## src/rtl/pc_stack_if.sv

```systemverilog
// Bundle between the fetch controller and pc_stack_unit.
// master: controller side (drives stall, instruction, pc_src, push/pop, target).
// slave : pc_stack_unit side (drives pc, ret_addr, depth, halted and,
//         with PC_STACK_ERR_EN defined, the sticky stack_ovf/stack_unf flags).
interface pc_stack_if #(
    parameter int unsigned PC_W  = 12,
    parameter int unsigned DEPTH = 8
);
    localparam int unsigned DEPTH_W = $clog2(DEPTH) + 1;

    logic                stall;
    logic [18:0]         instruction;
    logic [1:0]          pc_src;
    logic                stack_push;
    logic                stack_pop;
    logic [PC_W-1:0]     target;
    logic [PC_W-1:0]     pc;
    logic [PC_W-1:0]     ret_addr;
    logic [DEPTH_W-1:0]  depth;
    logic                halted;
`ifdef PC_STACK_ERR_EN
    logic                stack_ovf;
    logic                stack_unf;

    modport master (output stall, instruction, pc_src, stack_push, stack_pop, target,
                    input  pc, ret_addr, depth, halted, stack_ovf, stack_unf);
    modport slave  (input  stall, instruction, pc_src, stack_push, stack_pop, target,
                    output pc, ret_addr, depth, halted, stack_ovf, stack_unf);
`else
    modport master (output stall, instruction, pc_src, stack_push, stack_pop, target,
                    input  pc, ret_addr, depth, halted);
    modport slave  (input  stall, instruction, pc_src, stack_push, stack_pop, target,
                    output pc, ret_addr, depth, halted);
`endif
endinterface

```

## src/rtl/pc_stack_unit.sv

```systemverilog
// Program counter with a hardware return-address stack and sticky halt.
// Ports: clk, rst_n (async active-low), bus (pc_stack_if.slave).
// Optional macro PC_STACK_ERR_EN: saturating stack with sticky stack_ovf /
// stack_unf flags; when undefined the stack pointer wraps modulo DEPTH.
// DEPTH must be a power of two and at least 2.
module pc_stack_unit #(
    parameter int unsigned PC_W  = 12,
    parameter int unsigned DEPTH = 8
) (
    input  logic         clk,
    input  logic         rst_n,
    pc_stack_if.slave    bus
);
    localparam int unsigned SP_W    = $clog2(DEPTH);
    localparam int unsigned DEPTH_W = SP_W + 1;
    localparam logic [18:0] HALT_WORD = 19'h7FFFF;

    logic [PC_W-1:0]    pc_q, pc_d;
    logic [SP_W-1:0]    sp_q, sp_d;
    logic [DEPTH_W-1:0] depth_q, depth_d;
    logic               halted_q, halted_d;
    logic               mem_we;
    logic [PC_W-1:0]    mem [DEPTH];

    logic [PC_W-1:0]    pc_inc;
    logic [SP_W-1:0]    sp_dec;
    logic               full, empty;

    assign pc_inc = pc_q + PC_W'(1);
    assign sp_dec = sp_q - SP_W'(1);
    assign full   = (depth_q == DEPTH_W'(DEPTH));
    assign empty  = (depth_q == '0);

`ifdef PC_STACK_ERR_EN
    logic ovf_q, ovf_d, unf_q, unf_d;
`endif

    // Next-state selection; halt wins over any pc_src action on the same edge.
    always_comb begin
        pc_d     = pc_q;
        sp_d     = sp_q;
        depth_d  = depth_q;
        halted_d = halted_q;
        mem_we   = 1'b0;
`ifdef PC_STACK_ERR_EN
        ovf_d    = ovf_q;
        unf_d    = unf_q;
`endif
        if (!bus.stall && !halted_q) begin
            if (bus.instruction == HALT_WORD) begin
                halted_d = 1'b1;
            end else begin
                case (bus.pc_src)
                    2'b01: begin
                        pc_d = bus.target;
                        if (bus.stack_push) begin
`ifdef PC_STACK_ERR_EN
                            if (full) begin
                                ovf_d = 1'b1;
                            end else begin
                                mem_we  = 1'b1;
                                sp_d    = sp_q + SP_W'(1);
                                depth_d = depth_q + DEPTH_W'(1);
                            end
`else
                            // Wrap: overwrite the oldest entry, depth saturates.
                            mem_we = 1'b1;
                            sp_d   = sp_q + SP_W'(1);
                            if (!full) depth_d = depth_q + DEPTH_W'(1);
`endif
                        end
                    end
                    2'b10: begin
                        if (bus.stack_pop) begin
`ifdef PC_STACK_ERR_EN
                            if (empty) begin
                                pc_d  = pc_inc;
                                unf_d = 1'b1;
                            end else begin
                                pc_d    = mem[sp_dec];
                                sp_d    = sp_dec;
                                depth_d = depth_q - DEPTH_W'(1);
                            end
`else
                            // Wrap: an empty pop still reads below sp, depth stays 0.
                            pc_d = mem[sp_dec];
                            sp_d = sp_dec;
                            if (!empty) depth_d = depth_q - DEPTH_W'(1);
`endif
                        end else begin
                            pc_d = pc_inc;
                        end
                    end
                    default: pc_d = pc_inc;
                endcase
            end
        end
    end

    // Control state with asynchronous reset.
    always_ff @(posedge clk or negedge rst_n) begin
        if (!rst_n) begin
            pc_q     <= '0;
            sp_q     <= '0;
            depth_q  <= '0;
            halted_q <= 1'b0;
`ifdef PC_STACK_ERR_EN
            ovf_q    <= 1'b0;
            unf_q    <= 1'b0;
`endif
        end else begin
            pc_q     <= pc_d;
            sp_q     <= sp_d;
            depth_q  <= depth_d;
            halted_q <= halted_d;
`ifdef PC_STACK_ERR_EN
            ovf_q    <= ovf_d;
            unf_q    <= unf_d;
`endif
        end
    end

    // Stack storage is never reset; writes are blocked while reset is held.
    always_ff @(posedge clk) begin
        if (rst_n && mem_we) mem[sp_q] <= pc_inc;
    end

    assign bus.pc       = pc_q;
    assign bus.ret_addr = mem[sp_dec];
    assign bus.depth    = depth_q;
    assign bus.halted   = halted_q;
`ifdef PC_STACK_ERR_EN
    assign bus.stack_ovf = ovf_q;
    assign bus.stack_unf = unf_q;
`endif
endmodule

```

## src/flat_wrapper.sv

```systemverilog
// flat-port wrapper written by rule: the top's interface ports become plain ports
module pc_stack_unit_flat 
#(
    parameter int unsigned PC_W  = 12,
    parameter int unsigned DEPTH = 8
)
  (clk, rst_n, bus_stall, bus_instruction, bus_pc_src, bus_stack_push, bus_stack_pop, bus_target, bus_pc, bus_ret_addr, bus_depth, bus_halted);
  pc_stack_if #(.PC_W(PC_W), .DEPTH(DEPTH)) bus_i ();
  input  logic clk;
  input  logic rst_n;
  input wire logic [$bits(bus_i.stall)-1:0] bus_stall;
  input wire logic [$bits(bus_i.instruction)-1:0] bus_instruction;
  input wire logic [$bits(bus_i.pc_src)-1:0] bus_pc_src;
  input wire logic [$bits(bus_i.stack_push)-1:0] bus_stack_push;
  input wire logic [$bits(bus_i.stack_pop)-1:0] bus_stack_pop;
  input wire logic [$bits(bus_i.target)-1:0] bus_target;
  output wire logic [$bits(bus_i.pc)-1:0] bus_pc;
  output wire logic [$bits(bus_i.ret_addr)-1:0] bus_ret_addr;
  output wire logic [$bits(bus_i.depth)-1:0] bus_depth;
  output wire logic [$bits(bus_i.halted)-1:0] bus_halted;
  assign bus_i.stall = bus_stall;
  assign bus_i.instruction = bus_instruction;
  assign bus_i.pc_src = bus_pc_src;
  assign bus_i.stack_push = bus_stack_push;
  assign bus_i.stack_pop = bus_stack_pop;
  assign bus_i.target = bus_target;
  assign bus_pc = bus_i.pc;
  assign bus_ret_addr = bus_i.ret_addr;
  assign bus_depth = bus_i.depth;
  assign bus_halted = bus_i.halted;
  pc_stack_unit #(.PC_W(PC_W), .DEPTH(DEPTH)) u_core (.clk(clk), .rst_n(rst_n), .bus(bus_i));
endmodule
```

## config.mk

```make
export PLATFORM = sky130hd
export DESIGN_NAME = pc_stack_unit_flat
export DESIGN_NICKNAME = d
export VERILOG_FILES = /design/src/rtl/pc_stack_if.sv /design/src/rtl/pc_stack_unit.sv /design/src/flat_wrapper.sv
export SDC_FILE = /design/constraint.sdc
export NUM_CORES = 1
export LEC_CHECK = 0
export CAP_MARGIN = 20
export CORE_MARGIN = 2
export CORE_UTILIZATION = 45
export DETAILED_ROUTE_END_ITERATION = 8
export PLACE_DENSITY = 0.76
export SYNTH_ARGS = -nofsm -noshare
export SYNTH_HDL_FRONTEND = slang
export SYNTH_SLANG_ARGS = --single-unit
```

## constraint.sdc

```tcl
create_clock -name clk -period 2.9 [get_ports clk]
set_clock_uncertainty 0.2 [all_clocks]
set_input_delay 0.435 -clock clk [delete_from_list [all_inputs] [get_ports clk]]
set_output_delay 0.435 -clock clk [all_outputs]
set_load 0.02 [all_outputs]
```

==> results.md, run 1 <==
Place:
- The final weighted congestion in routability-driven placement is 0.856.
- The cell total after placement is 559.
- The half-perimeter wire length of the detailed placement result is 8350 microns.
- Port buffering added 66 buffers.

Timing:
- At the pin with the least slew margin, the transition time is 854 ps.
- The number of setup violations in the final report is 3.
- The number of pins with negative max-slew slack in the final report is 0.
- The routed design could run at a clock period as short as 2920 ps.
- Setup repair after global routing could not meet its margin everywhere.
- The number of endpoints with negative hold slack in the final report was 0.
- Dividing the final minimum period by the clock period gives 101%.
- The least setup slack across all paths after layout is -19.7 ps.
- Timing would allow up to 0.343 GHz.
- After routing, the total negative slack on setup checks comes to -29.4 ps.
- The worst slew margin relative to its limit is 42.7%.

Worst setup path:
- STA classifies the critical path endpoint as an output port.
- The arrival time of data at the critical path endpoint is 2280 ps.
- STA puts the critical path data required time at 2270 ps.
- Of all nets on the critical path, the largest fanout is 7.
- The critical setup path kind is flop to output port.
- The critical path startpoint category is a flop.

CTS:
- The clock passes through at most 2 buffers.
- For this design, the sink count on the clock tree is 116.
- After clock tree synthesis, the clock-pin slew on the worst setup and hold paths is 50 ps.
- The H-tree was split into 4 levels.
- The clock tree from TritonCTS is built.
- The clock buffer count from CTS is 17.
- The clock reaches the later pin of the worst-skew pair after 410 ps.
- The root cell of the clock tree is sky130_fd_sc_hd__clkbuf_16.

Finish:
- In the layout the commonest cells are sky130_fd_sc_hd__edfxtp_1, sky130_fd_sc_hd__clkdlybuf4s50_1, sky130_fd_sc_hd__nand2_1, sky130_fd_sc_hd__buf_4, sky130_fd_sc_hd__mux4_2.
- The net count of the finished layout is 484.
- The number of fillers in the final layout is 850.
- The combined flip-flop and latch cell area is 3380 sq um.
- The total area of multi-input combinational cells is 1720 sq um.
- Excluding fillers, the count of instances in the completed layout stands at 594.
- The repair_antennas step left the layout with diodes totalling 0.
- Of the cells placed in the final design, the portion with a size suffix greater than 1 is 26.2%.
- The commonest non-fill, non-tap cell in the layout is sky130_fd_sc_hd__edfxtp_1.
- The post-synthesis to final-layout area growth is 33.9%.

GRT:
- The initial antenna violation count is 0.
- The all-layer global routing usage is 22.2%.
- The via count of the first global-routing pass is 3591.
- The global-route wire length before repair is 20200 microns.
- The total overflow left after global routing is 0.
- Entering global routing, the biggest net connects 21 pins.

Drt:
- In the routed layout, each cell is associated on average with a via count of 5.96.
- The DRC violation count after routing is 0.
- The final wirelength is 12900 microns.
- The iteration count of the initial detailed-routing pass is 5.
- After detailed routing, the average wire length per cell comes to 21.8 microns.
- The initial DRC count is 428.
- The number of nets still failing antenna checks after routing is 0.
- The via count is 3542.

Yosys:
- During synthesis, Yosys emitted a total of 0 warnings.
- Summing every instance area after synthesis gives 5160 sq um.
- The portion of the post-synthesis area used by sequential elements is 65.5%.
- The synthesized instance count is 332.
- The number of flops mapped to enable cells by yosys is 96.
- The post-synthesis cell type count is 43.
- The per-instance average area after synthesis is 15.5 sq um.
- The post-synth net total is 378.
- The predominant post-synthesis flop cell is sky130_fd_sc_hd__edfxtp_1.
- Of all flip-flops after synthesis, the portion carrying an async set or reset was 17.2%.
- After synthesis the netlist holds a flip-flop and latch count of 116.

Die:
- The die extent in x is 111 microns.
- The initialized floorplan defines 39 standard-cell rows.
- The height of the die is 111 microns.
- The total die area is 12300 sq um.
- The total area inside the core boundary comes to 11300 sq um.
- The number of primary I/O pins is 67.
- The initial utilization of the core area, before any placement, comes to 45.6%.

Pwr:
- VDD sags by at most 0.590 mV.
- The static leakage power is 2.52 nW.
- Power spread over the standard cell area amounts to 1080 nW/um^2.

Worst hold path:
- The path class of the tightest hold or removal check is input pin to asynchronous set/reset pin.

Run status:
- The checks that failed: setup timing.
- The flow ran to the end, but the final reports show violations.

Run:
- The total of max-cap violations is 0.
## critical path, stage by stage, from the launching register on
cell and delay [ps]:
sky130_fd_sc_hd__dfrtp_1 390, sky130_fd_sc_hd__inv_2 80, sky130_fd_sc_hd__ha_4 160, sky130_fd_sc_hd__xor2_4 170
sky130_fd_sc_hd__buf_12 150, sky130_fd_sc_hd__mux4_2 500, sky130_fd_sc_hd__mux2_4 300, sky130_fd_sc_hd__buf_6 130
## repair_timing
| item | in CTS | in global routing |
|---|---|---|
| hold buffers | 0 | 0 |
| gates cloned | 1 | 0 |
| resized for setup | 37 | 22 |
| hold endpoints to repair | 0 | 0 |
| pin swaps | 2 | 1 |
| buffers inserted | 1 | 1 |
| setup endpoints to repair | 12 | 11 |
## synth_stat cells (2+ instances only)
cell	n	area, sq um
sky130_fd_sc_hd__a21oi_1	6	30.0
sky130_fd_sc_hd__a222oi_1	8	80.1
sky130_fd_sc_hd__a32o_1	2	20.0
sky130_fd_sc_hd__and3_1	2	12.5
sky130_fd_sc_hd__and4_1	2	17.5
sky130_fd_sc_hd__buf_2	4	20.0
sky130_fd_sc_hd__buf_6	2	22.5
sky130_fd_sc_hd__clkbuf_1	9	33.8
sky130_fd_sc_hd__dfrtp_1	20	500
sky130_fd_sc_hd__edfxtp_1	96	2880
sky130_fd_sc_hd__ha_1	7	87.6
sky130_fd_sc_hd__inv_1	9	33.8
sky130_fd_sc_hd__mux2_2	5	56.3
sky130_fd_sc_hd__mux2i_1	10	100
sky130_fd_sc_hd__mux4_1	5	131
sky130_fd_sc_hd__mux4_2	16	360
sky130_fd_sc_hd__nand2_1	32	120
sky130_fd_sc_hd__nand2b_1	5	31.3
sky130_fd_sc_hd__nand3_1	14	70.1
sky130_fd_sc_hd__nand4_1	9	56.3
sky130_fd_sc_hd__nor2_1	8	30.0
sky130_fd_sc_hd__nor2b_1	2	12.5
sky130_fd_sc_hd__nor3_1	9	45.0
sky130_fd_sc_hd__nor4_1	5	31.3
sky130_fd_sc_hd__o211ai_1	2	15.0
sky130_fd_sc_hd__o21ai_0	8	40.0
sky130_fd_sc_hd__or2_2	3	18.8
sky130_fd_sc_hd__xnor2_1	12	105
sky130_fd_sc_hd__xor2_1	6	52.6
## power by group
| group | internal (W) | leakage, nW | switching, W |
|---|---|---|---|
| logic | 0.00161 | 1.12 | 0.00167 |
| clock network | 0.00130 | 0.276 | 0.000719 |
| registers | 0.00202 | 1.12 | 0.000153 |
| total | 0.00494 | 2.52 | 0.00254 |
## logic make-up after synthesis
group           share of synthesized area [%]
flops                                    65.5
buf+inv                                  2.28
xor+xnor                                 3.59
compound gates                           5.04
simple gates                             8.63
mux                                      12.8
fa+ha+maj                                2.08
## state kept, by name, indices dropped and copies added (netlist names)
register           cells
u_core.bus.halted      1
u_core.bus.pc         12
u_core.mem            96
u_core.bus.depth       4
u_core.sp_q            3
## stage by stage
stage | worst slack, ps | power, W | hold WS (ps) | cell area, sq um | util [%]
floorplan | -315 | 0.00400 | -60.6 | 5180 | -
global placement | -100 | 0.00529 | 291 | 6300 | 55.6
detailed placement | -168 | 0.00535 | 290 | 6300 | 55.6
CTS | -94.5 | 0.00743 | 217 | 6920 | 61.1
global route | -91.4 | 0.00780 | 247 | 6910 | 61.1
finish | -19.7 | 0.00747 | 228 | 6910 | 61.1
## area by class of cell
cell class	count	share of cell area [%]
Inverter	10	0.543
Timing Repair Buffer	103	14.8
Clock inverter	10	1.56
Sequential cell	116	48.9
Multi-Input combinational cell	190	24.9
Tap cell	143	2.59
Clock buffer	22	6.71
## worst paths after layout
check,from,end,slack (ps),depth (start not counted)
worst max-delay path,u_core.sp_q[1]$_DFFE_PN0P_,bus_ret_addr[11],-20,7
min in group clk,u_core.bus.halted$_DFFE_PN0P_,u_core.bus.halted$_DFFE_PN0P_,290,1
worst min-delay path,rst_n,u_core.bus.depth[3]$_DFFE_PN0P_,230,2
worst max register to register,u_core.sp_q[1]$_DFFE_PN0P_,u_core.bus.pc[9]$_DFFE_PN0P_,150,10
worst min register to register,u_core.bus.halted$_DFFE_PN0P_,u_core.bus.halted$_DFFE_PN0P_,290,1
max in group asynchronous,rst_n,u_core.bus.pc[6]$_DFFE_PN0P_,2030,2
## layer usage
layer,GRT usage [%],share of wire [%]
met1,29.0,39
met2,35.7,49
met3,6.01,8.8
met4,8.72,2.6
met5,0,0
(Power assumes the default switching activity.)
==> inputs of run 2 (changes only) <==
--- a/config.mk
+++ b/config.mk
@@ -5,11 +5,13 @@
 export SDC_FILE = /design/constraint.sdc
 export NUM_CORES = 1
 export LEC_CHECK = 0
+export ABC_AREA = 1
 export CAP_MARGIN = 20
 export CORE_MARGIN = 2
 export CORE_UTILIZATION = 45
+export CTS_CLUSTER_DIAMETER = 30
 export DETAILED_ROUTE_END_ITERATION = 8
-export PLACE_DENSITY = 0.76
+export PLACE_DENSITY = 0.75
 export SYNTH_ARGS = -nofsm -noshare
 export SYNTH_HDL_FRONTEND = slang
 export SYNTH_SLANG_ARGS = --single-unit
==> run 2 against run 1 <==
Compared with the run above:
- the flow now finishes without violations
- largest power group unchanged
- critical path depth rose by 1
- cell count rose by 43%
- final area rose by 2.7%
- utilization shrank 2.7 points
- non-clock buffer count shrank 16
- total power shrank 0.12%
- worst hold slack better by 45 ps
- first-iteration DRC count down 0.93%
- count of clock-buffer cells in the layout is 1 lower
- clock power increased by 2%
==> results.md, run 2 <==
GRT:
- The via count of the first global-routing pass was 4567 (+27%).
- The global-route wire length before repair was 22500 microns (+11%).
- The all-layer global routing usage was 22.4% (+0.20 points).
- The maximum number of pins on one net before global-route repair is 51 (+140%).
- The initial antenna violation count is 0 (unchanged).
- The total overflow reported by the global router is 0 (unchanged).

Worst setup path:
- The biggest fanout along the worst timing path is 12 (+5).
- The worst setup path is of the flop to output port kind.
- The launch instance of the worst register-to-register path is u_core.bus.pc[0]$_DFFE_PN0P_.
- The capturing element type of the critical path is an output port.
- The slack of the worst reg-to-reg path is 620 ps (+470 ps).
- The worst register-to-register path ends at u_core.bus.pc[7]$_DFFE_PN0P_.
- The number of cell instances on the worst register-to-register path is 6 (-4).
- The critical path startpoint category is a flop.
- The arrival time of data at the critical path endpoint is 2200 ps (-80 ps).
- The critical path data required time is 2270 ps (about the same).

Run:
- The total of max-cap violations is 0 (unchanged).

Finish:
- The number of non-filler instances in the completed layout is 850 (+43%).
- The final-stage net count came to 715 (+48%).
- The number of flip-flops in the largest register is 96 (unchanged).
- The commonest non-fill, non-tap cell in the layout is sky130_fd_sc_hd__nand2_1.
- The count of inserted antenna diode cells was 0 (unchanged).
- Leaving out fill and tap cells, the most frequent cells in the layout are sky130_fd_sc_hd__nand2_1, sky130_fd_sc_hd__edfxtp_1, sky130_fd_sc_hd__nand3_1, sky130_fd_sc_hd__clkdlybuf4s50_1, sky130_fd_sc_hd__nor2_1.
- Compared with the post-synthesis result, the final layout area differs by 25.5%.
- The number of fillers in the final layout is 977 (+15%).
- The fraction of layout cells with a size suffix above 1 is 12.2% (-14 points).
- The register with the most flip-flops in the final layout is u_core.mem.
- The total non-filler cell area in the finished layout is 7100 sq um (+2.7%).

Die:
- The total die area is 13500 sq um (+9.2%).
- The number of primary I/O pins came to 67 (unchanged).
- The site row count is 40 (+2.6%).
- The area of the core region is 12200 sq um (+7.4%).
- The height of the die came to 116 microns (+4.5%).
- The effective utilization at floorplan is 46.5% (+0.91 points).
- The die extent in x came to 116 microns (+4.5%).

Timing:
- The slew at the pin with the worst max-slew slack is 751 ps (-103 ps).
- The number of setup violations in the final report is 0 (-3).
- The ratio of final minimum period to clock period is 97.7% (-3.0 points).
- The worst slew margin relative to its limit is 49.8% (+7.0 points).
- The number of pins with negative max-slew slack in the final report is 0 (unchanged).
- The worst hold slack across all endpoints is 273 ps (+45.3 ps).
- The setup TNS is 0 ps (+29.4 ps).
- The number of endpoints with negative hold slack in the final report came to 0 (unchanged).
- The maximum frequency from static timing analysis came to 0.353 GHz (+3.0%).
- Setup repair after global routing could not meet its margin everywhere.
- The final critical path time including I/O delays and setup came to 2830 ps (-85.6 ps).

Place:
- The cell total after placement is 818 (+46%).
- The total of buffers placed on input and output ports is 66 (unchanged).
- The final weighted congestion in routability-driven placement is 0.891 (+4.1%).
- The post-placement cell area is 6500 sq um (+3.3%).
- The half-perimeter wire length of the detailed placement result is 9270 microns (+11%).

Yosys:
- The predominant post-synthesis flop cell is sky130_fd_sc_hd__edfxtp_1.
- The register bit count reported by yosys is 116 (unchanged).
- Ranked by instance count, the synthesized netlist is headed by sky130_fd_sc_hd__nand2_1, sky130_fd_sc_hd__edfxtp_1, sky130_fd_sc_hd__nand3_1, sky130_fd_sc_hd__nor2_1, sky130_fd_sc_hd__inv_1.
- Of all cell types, the one taking the most synthesized area is sky130_fd_sc_hd__edfxtp_1.
- The portion of the post-synthesis area used by sequential elements is 59.8% (-5.7 points).
- By area the synthesized netlist is led by sky130_fd_sc_hd__edfxtp_1, sky130_fd_sc_hd__nand2_1, sky130_fd_sc_hd__dfrtp_1.
- The proportion of netlist area held by the largest area contributor is 51.0% (-4.9 points).
- The post-synthesis cell type count is 31 (-28%).
- The async set-or-reset flop fraction in the synthesized netlist came to 17.2% (unchanged).
- The number of flops mapped to enable cells by yosys is 96 (unchanged).
- The post-synth net total is 633 (+67%).
- The yosys synthesis warning count was 0 (unchanged).
- Yosys instantiated no cell more often than sky130_fd_sc_hd__nand2_1.
- The netlist area before placement is 5660 sq um (+9.6%).
- The synthesized instance count is 587 (+77%).
- The per-instance average area after synthesis is 9.64 sq um (-38%).

CTS:
- The H-tree depth came to 4 (unchanged).
- The register clock-pin slew on the reported worst setup and hold paths is 50 ps (about the same).
- The root cell of the clock tree is sky130_fd_sc_hd__clkbuf_16.
- The number of buffers on the longest clock path is 2 (unchanged).
- The total setup buffers inserted after CTS came to 0 (-1).
- The hold buffer count at cts was 0 (unchanged).
- The number of sinks driven by the clock tree is 116 (unchanged).
- The clock latency reported for the late side of the worst-skew pair is 410 ps (about the same).
- TritonCTS built the clock tree.
- The post-cts sizing count is 16 (-57%).
- The clock buffer count from CTS is 17 (unchanged).

Drt:
- The DRC violation count after routing is 0 (unchanged).
- The routed via count divided by cell count came to 5.30 (-11%).
- The via count is 4504 (+27%).
- The iteration count of the initial detailed-routing pass came to 5 (unchanged).
- The number of nets still failing antenna checks after routing is 0 (unchanged).
- The initial DRC count came to 424 (-0.93%).
- The final wirelength is 14100 microns (+9.3%).
- The wire length per cell is 16.6 microns (-24%).

Pwr:
- The static leakage power is 2.92 nW (+16%).
- The power per standard cell area is 1050 nW/um^2 (-2.7%).
- The peak supply drop is 0.498 mV (-16%).
- The total design power is 0.00746 W (-0.12%).

Run status:
- The run finished with clean final reports.

Worst hold path:
- The path class of the tightest hold or removal check is input pin to asynchronous set/reset pin.
## run 2: changes by cell type in the layout (fill, tap and decap cells not counted), sizes merged, moves of 6 or more
cell	delta
nand2	+167
nand3	+63
nor2	+46
mux2	-6
a21oi	+13
and2	+6
xnor2	-10
inv	+39
buf	-20
mux4	-21
nor3	-9
mux2i	-10
dlygate4sd2	+8
a222oi	-8
## run 2: routing by layer
layer | global-route usage, % | wire (microns) | vias to the layer above | share of wire (%)
met3 | 4.72 | 1110 | 36 | 7.8
met1 | 28.0 | 5690 | 2123 | 40
met5 | 0 | 0 | - | 0
li1 | - | - | 2106 | -
met2 | 37.7 | 7030 | 239 | 50
met4 | 10.2 | 306 | 0 | 2.2
## run 2: area by class of cell
type / instances / area [sq um] / area share, %
clock inverter: 11 / 134 / 1.89
clock buffer: 21 / 450 / 6.35
timing repair buffer: 87 / 820 / 11.5
multi-input combinational: 398 / 1910 / 26.9
tap: 168 / 210 / 2.96
inverter: 49 / 191 / 2.70
sequential: 116 / 3380 / 47.7
## run 2: kinds of logic after synthesis
group	Yosys count	synth area share, %
AO/OA/AOI/OAI	35	3.74
XOR/XNOR	12	1.86
adder cells (fa/ha/maj)	8	1.90
buffers and inverters	73	6.48
flip-flops	116	59.8
AND/OR/NAND/NOR	343	26.2
## run 2: worst max-delay path, cell delays in order (launching register included)
cell and delay (ps):
sky130_fd_sc_hd__dfrtp_1 410, sky130_fd_sc_hd__inv_1 110, sky130_fd_sc_hd__ha_2 310, sky130_fd_sc_hd__inv_4 150, sky130_fd_sc_hd__buf_6 180, sky130_fd_sc_hd__nand3_1 130, sky130_fd_sc_hd__nand3_2 100, sky130_fd_sc_hd__nand2_2 70
sky130_fd_sc_hd__dlygate4sd2_1 320
## run 2: power breakdown
group / switching, W / internal (W) / total, W / leakage, nW
registers: 0.000118 / 0.00201 / 0.00213 / 1.10
clock network: 0.000697 / 0.00136 / 0.00206 / 0.284
logic: 0.00213 / 0.00115 / 0.00328 / 1.54
total: 0.00294 / 0.00452 / 0.00746 / 2.92
## run 2: worst max-delay path by stage
stage,start,endpoint,cells after the start
after floorplan,u_core.sp_q[0]$_DFFE_PN0P_,bus_ret_addr[0],11
after global placement,u_core.sp_q[1]$_DFFE_PN0P_,bus_ret_addr[1],8
after detailed placement,u_core.sp_q[1]$_DFFE_PN0P_,bus_ret_addr[0],8
after CTS,u_core.sp_q[1]$_DFFE_PN0P_,bus_ret_addr[7],8
after global routing,u_core.sp_q[1]$_DFFE_PN0P_,bus_ret_addr[7],8
final,u_core.sp_q[1]$_DFFE_PN0P_,bus_ret_addr[7],8
## run 2: per-stage QoR
| step | utilization, % | worst slack (ps) |
|---|---|---|
| finish | 58.4 | 65.9 |
| global placement | 53.5 | 221 |
| detailed placement | 53.5 | 206 |
| global route | 58.4 | -20.9 |
| CTS | 58.3 | 6.11 |
| floorplan | - | 483 |
==> inputs of run 3 (changes only) <==
--- a/config.mk
+++ b/config.mk
@@ -7,11 +7,13 @@
 export LEC_CHECK = 0
 export ABC_AREA = 1
 export CAP_MARGIN = 20
+export CELL_PAD_IN_SITES_DETAIL_PLACEMENT = 1
+export CELL_PAD_IN_SITES_GLOBAL_PLACEMENT = 1
 export CORE_MARGIN = 2
-export CORE_UTILIZATION = 45
+export CORE_UTILIZATION = 39
 export CTS_CLUSTER_DIAMETER = 30
 export DETAILED_ROUTE_END_ITERATION = 8
-export PLACE_DENSITY = 0.75
+export PLACE_DENSITY = 0.82
 export SYNTH_ARGS = -nofsm -noshare
 export SYNTH_HDL_FRONTEND = slang
 export SYNTH_SLANG_ARGS = --single-unit
==> constraint.sdc (replaced) <==
create_clock -name clk -period 2.4 [get_ports clk]
set_clock_uncertainty 0.2 [all_clocks]
set_input_delay 0.36 -clock clk [delete_from_list [all_inputs] [get_ports clk]]
set_output_delay 0.36 -clock clk [all_outputs]
set_load 0.02 [all_outputs]
==> run 3 against run 2 <==
Compared with the run above:
- the flow now finishes with violations (setup timing)
- flip-flop and latch count unchanged
- global-route usage increased by 4.4 points
- setup slack got worse by 260 ps
- critical path type unchanged
- critical endpoint is now bus_ret_addr[1]
- largest cell class unchanged
==> results.md, run 3 (synthesis gave the netlist of run 2 again) <==
Drt:
- The final wirelength is 21800 microns (+54%).
- The wire length per cell came to 23.5 microns (+41%).
- The initial DRC count is 614 (+45%).
- The via count is 5126 (+14%).
- The number of nets still failing antenna checks after routing was 0 (unchanged).
- The routed via count divided by cell count is 5.52 (+4.2%).
- The iteration count of the initial detailed-routing pass came to 5 (unchanged).
- The DRC violation count after routing was 0 (unchanged).

Worst setup path:
- Walking the worst path, the cells encountered are inv_4 > ha_4 > inv_6 > nor2_1 > o21ai_0 > nand3_1 > and2_4 > buf_6.
- The capturing element type of the critical path is an output port.
- The launch instance of the worst register-to-register path is u_core.sp_q[0]$_DFFE_PN0P_.
- The sum of buffers and inverters on the critical path is 3 (-1).
- The critical path is of the flop to output port type.
- The launching instance or port of the critical path is u_core.sp_q[0]$_DFFE_PN0P_.
- The critical path data required time is 1840 ps (-430 ps).
- The arrival time of data at the critical path endpoint is 2040 ps (-160 ps).
- The biggest fanout along the worst timing path is 7 (-5).
- The slack of the worst reg-to-reg path is -80 ps (-700 ps).
- The critical path startpoint category is a flop.
- The kind of cell with the highest combined delay along the critical path is simple AND/OR/NAND/NOR gates.
- The cell at the slowest stage of the critical path is sky130_fd_sc_hd__dfrtp_1.
- The maximum single-stage delay on the critical path is 400 ps (about the same).

Pwr:
- The clock network fraction of total power is 21.3% (-6.3 points).
- The combinational fraction of design power is 57.3% (+13 points).
- The reported net switching power was 0.00492 W (+67%).
- The sequential power share is 21.4% (-7.2 points).
- The power per standard cell area was 1510 nW/um^2 (+44%).
- The static leakage power is 3.36 nW (+15%).
- The peak supply drop was 0.649 mV (+30%).
- The switching fraction of total power came to 40.7% (+1.3 points).
- The design internal power is 0.00716 W (+58%).

Finish:
- The total non-filler cell area in the finished layout is 7990 sq um (+13%).
- The final-stage net count is 777 (+8.7%).
- The number of fillers in the final layout is 1536 (+57%).
- Leaving out fill and tap cells, the most frequent cells in the layout are sky130_fd_sc_hd__nand2_1, sky130_fd_sc_hd__edfxtp_1, sky130_fd_sc_hd__buf_4, sky130_fd_sc_hd__clkdlybuf4s50_1, sky130_fd_sc_hd__nand3_1.
- The combined flip-flop and latch cell area is 3380 sq um (unchanged).
- The count of inserted antenna diode cells is 0 (unchanged).
- More flip-flops sit in one register than any other, and that register is u_core.mem.
- The fraction of layout cells with a size suffix above 1 is 27.2% (+15 points).
- The commonest non-fill, non-tap cell in the layout is sky130_fd_sc_hd__nand2_1.
- The number of flip-flops in the largest register came to 96 (unchanged).
- The total area of multi-input combinational cells is 2130 sq um (+11%).
- The post-synthesis to final-layout area growth is 41.3%.
- The number of non-filler instances in the completed layout is 928 (+9.2%).

Timing:
- The worst slew margin relative to its limit is 47.9% (-1.8 points).
- The number of endpoints with negative hold slack in the final report came to 0 (unchanged).
- Static timing analysis puts the maximum clock frequency at 0.385 GHz.
- Setup repair after global routing could not meet its margin everywhere.
- The least setup slack across all paths after layout is -198 ps (-264 ps).
- The number of setup violations in the final report came to 13 (+13).
- The final critical path time including I/O delays and setup is 2600 ps.
- The number of pins with negative max-slew slack in the final report is 0 (unchanged).
- The slew at the pin with the worst max-slew slack is 780 ps (+29.3 ps).
- The worst hold slack across all endpoints is 195 ps (-78.4 ps).
- The worst path uses 108% of the clock period.

Place:
- The half-perimeter wire length of the detailed placement result is 12500 microns (+34%).
- The final weighted congestion in routability-driven placement came to 0.866 (-2.8%).
- The total of buffers placed on input and output ports was 66 (unchanged).
- The post-placement cell area is 6940 sq um (+6.7%).
- The cell total after placement is 879 (+7.5%).

GRT:
- The all-layer global routing usage is 26.8% (+4.4 points).
- The global-route wire length before repair is 31300 microns (+39%).
- The via count of the first global-routing pass was 5558 (+22%).
- The initial antenna violation count came to 0 (unchanged).
- The total overflow reported by the global router is 0 (unchanged).
- The maximum number of pins on one net before global-route repair came to 21 (-59%).

Run status:
- The flow ran to the end, but the final reports show violations.
- The final reports fail on setup timing.

Die:
- The die extent in x came to 124 microns (+7.2%).
- The site row count is 44 (+10%).
- The area of the core region was 14400 sq um (+18%).
- The height of the die came to 124 microns (+7.2%).
- The number of primary I/O pins is 67 (unchanged).
- The total die area is 15500 sq um (+15%).
- The effective utilization at floorplan was 39.4% (-7.1 points).

CTS:
- The hold buffer count at cts came to 0 (unchanged).
- Clock tree synthesis selected as its root buffer the cell sky130_fd_sc_hd__clkbuf_16.
- TritonCTS built the clock tree.
- The number of sinks driven by the clock tree was 116 (unchanged).
- The register clock-pin slew on the reported worst setup and hold paths came to 60 ps (about the same).
- The clock latency reported for the late side of the worst-skew pair is 430 ps (+20 ps).
- The number of buffers on the longest clock path came to 2 (unchanged).
- The clock buffer count from CTS came to 17 (unchanged).
- The H-tree depth came to 4 (unchanged).

Worst hold path:
- The tightest min-delay check is of the input pin to asynchronous set/reset pin type.

Run:
- The total of max-cap violations was 0 (unchanged).
==> run 3: cell count changes in the layout (fill, tap and decap cells not counted), sizes merged <==
cell           change
clkinvlp           -1
clkinv             +3
clkdlybuf4s15      -1
dlygate4sd2        -9
clkbuf             -4
buf               +74
==> run 3: worst paths after layout <==
check	end	cells after the start
worst min-delay path	u_core.bus.pc[8]$_DFFE_PN0P_	2
max in group asynchronous	u_core.bus.depth[1]$_DFFE_PN0P_	2
worst min register to register	u_core.bus.halted$_DFFE_PN0P_	1
worst max-delay path	bus_ret_addr[1]	8
min in group clk	u_core.bus.halted$_DFFE_PN0P_	1
worst max register to register	u_core.bus.pc[0]$_DFFE_PN0P_	15
==> run 3: worst register-to-register path, delay by kind of cell, from the launching register on <==
kind | cells | cell delay [ps]
flops | 1 | 400
fa+ha+maj | 1 | 300
buf+inv | 8 | 1030
simple gates | 6 | 460
==> run 3: area by class of cell <==
type / instances / share of cell area, %
clock buffer: 19 / 5.42
clock inverter: 13 / 1.75
inverter: 49 / 2.46
multi-input combinational: 398 / 26.6
sequential: 116 / 42.3
tap: 184 / 2.88
timing repair buffer: 149 / 18.6
==> run 3: timing repair <==
item                       4_1_cts  5_1_grt
setup buffers                    9        5
gates resized for setup        102       47
hold endpoints to repair         0        0
cloned                           3        0
pin swaps                       10       17
setup endpoints to repair       12       34
==> run 3: routing by layer <==
layer / share of wire [%] / global-route usage [%] / vias up
met4: 4.4 / 14.3 / 0
met3: 7.6 / 7.30 / 71
met2: 50 / 46.7 / 298
met5: 0 / 0 / -
met1: 38 / 29.8 / 2522
li1: - / - / 2235
==> run 3: per-stage QoR <==
step	total power [W]	utilization [%]	worst slack, ps	setup TNS [ps]
final	0.0121	55.6	-198	-1470
after global routing	0.0125	55.6	-245	-2780
after CTS	0.0111	54.0	-106	-788
after detailed placement	0.00772	48.3	-280	-15890
after global placement	0.00751	48.3	-188	-5490
after floorplan	0.00529	-	58.1	0
==> run 3: power by group through the flow <==
stage	Clock, W	Combinational [W]	Sequential [W]
2_1_floorplan	0	0.00263	0.00267
3_3_place_gp	0	0.00492	0.00259
3_5_place_dp	0	0.00512	0.00261
4_1_cts	0.00254	0.00603	0.00257
5_1_grt	0.00267	0.00725	0.00260
6_report	0.00258	0.00692	0.00258
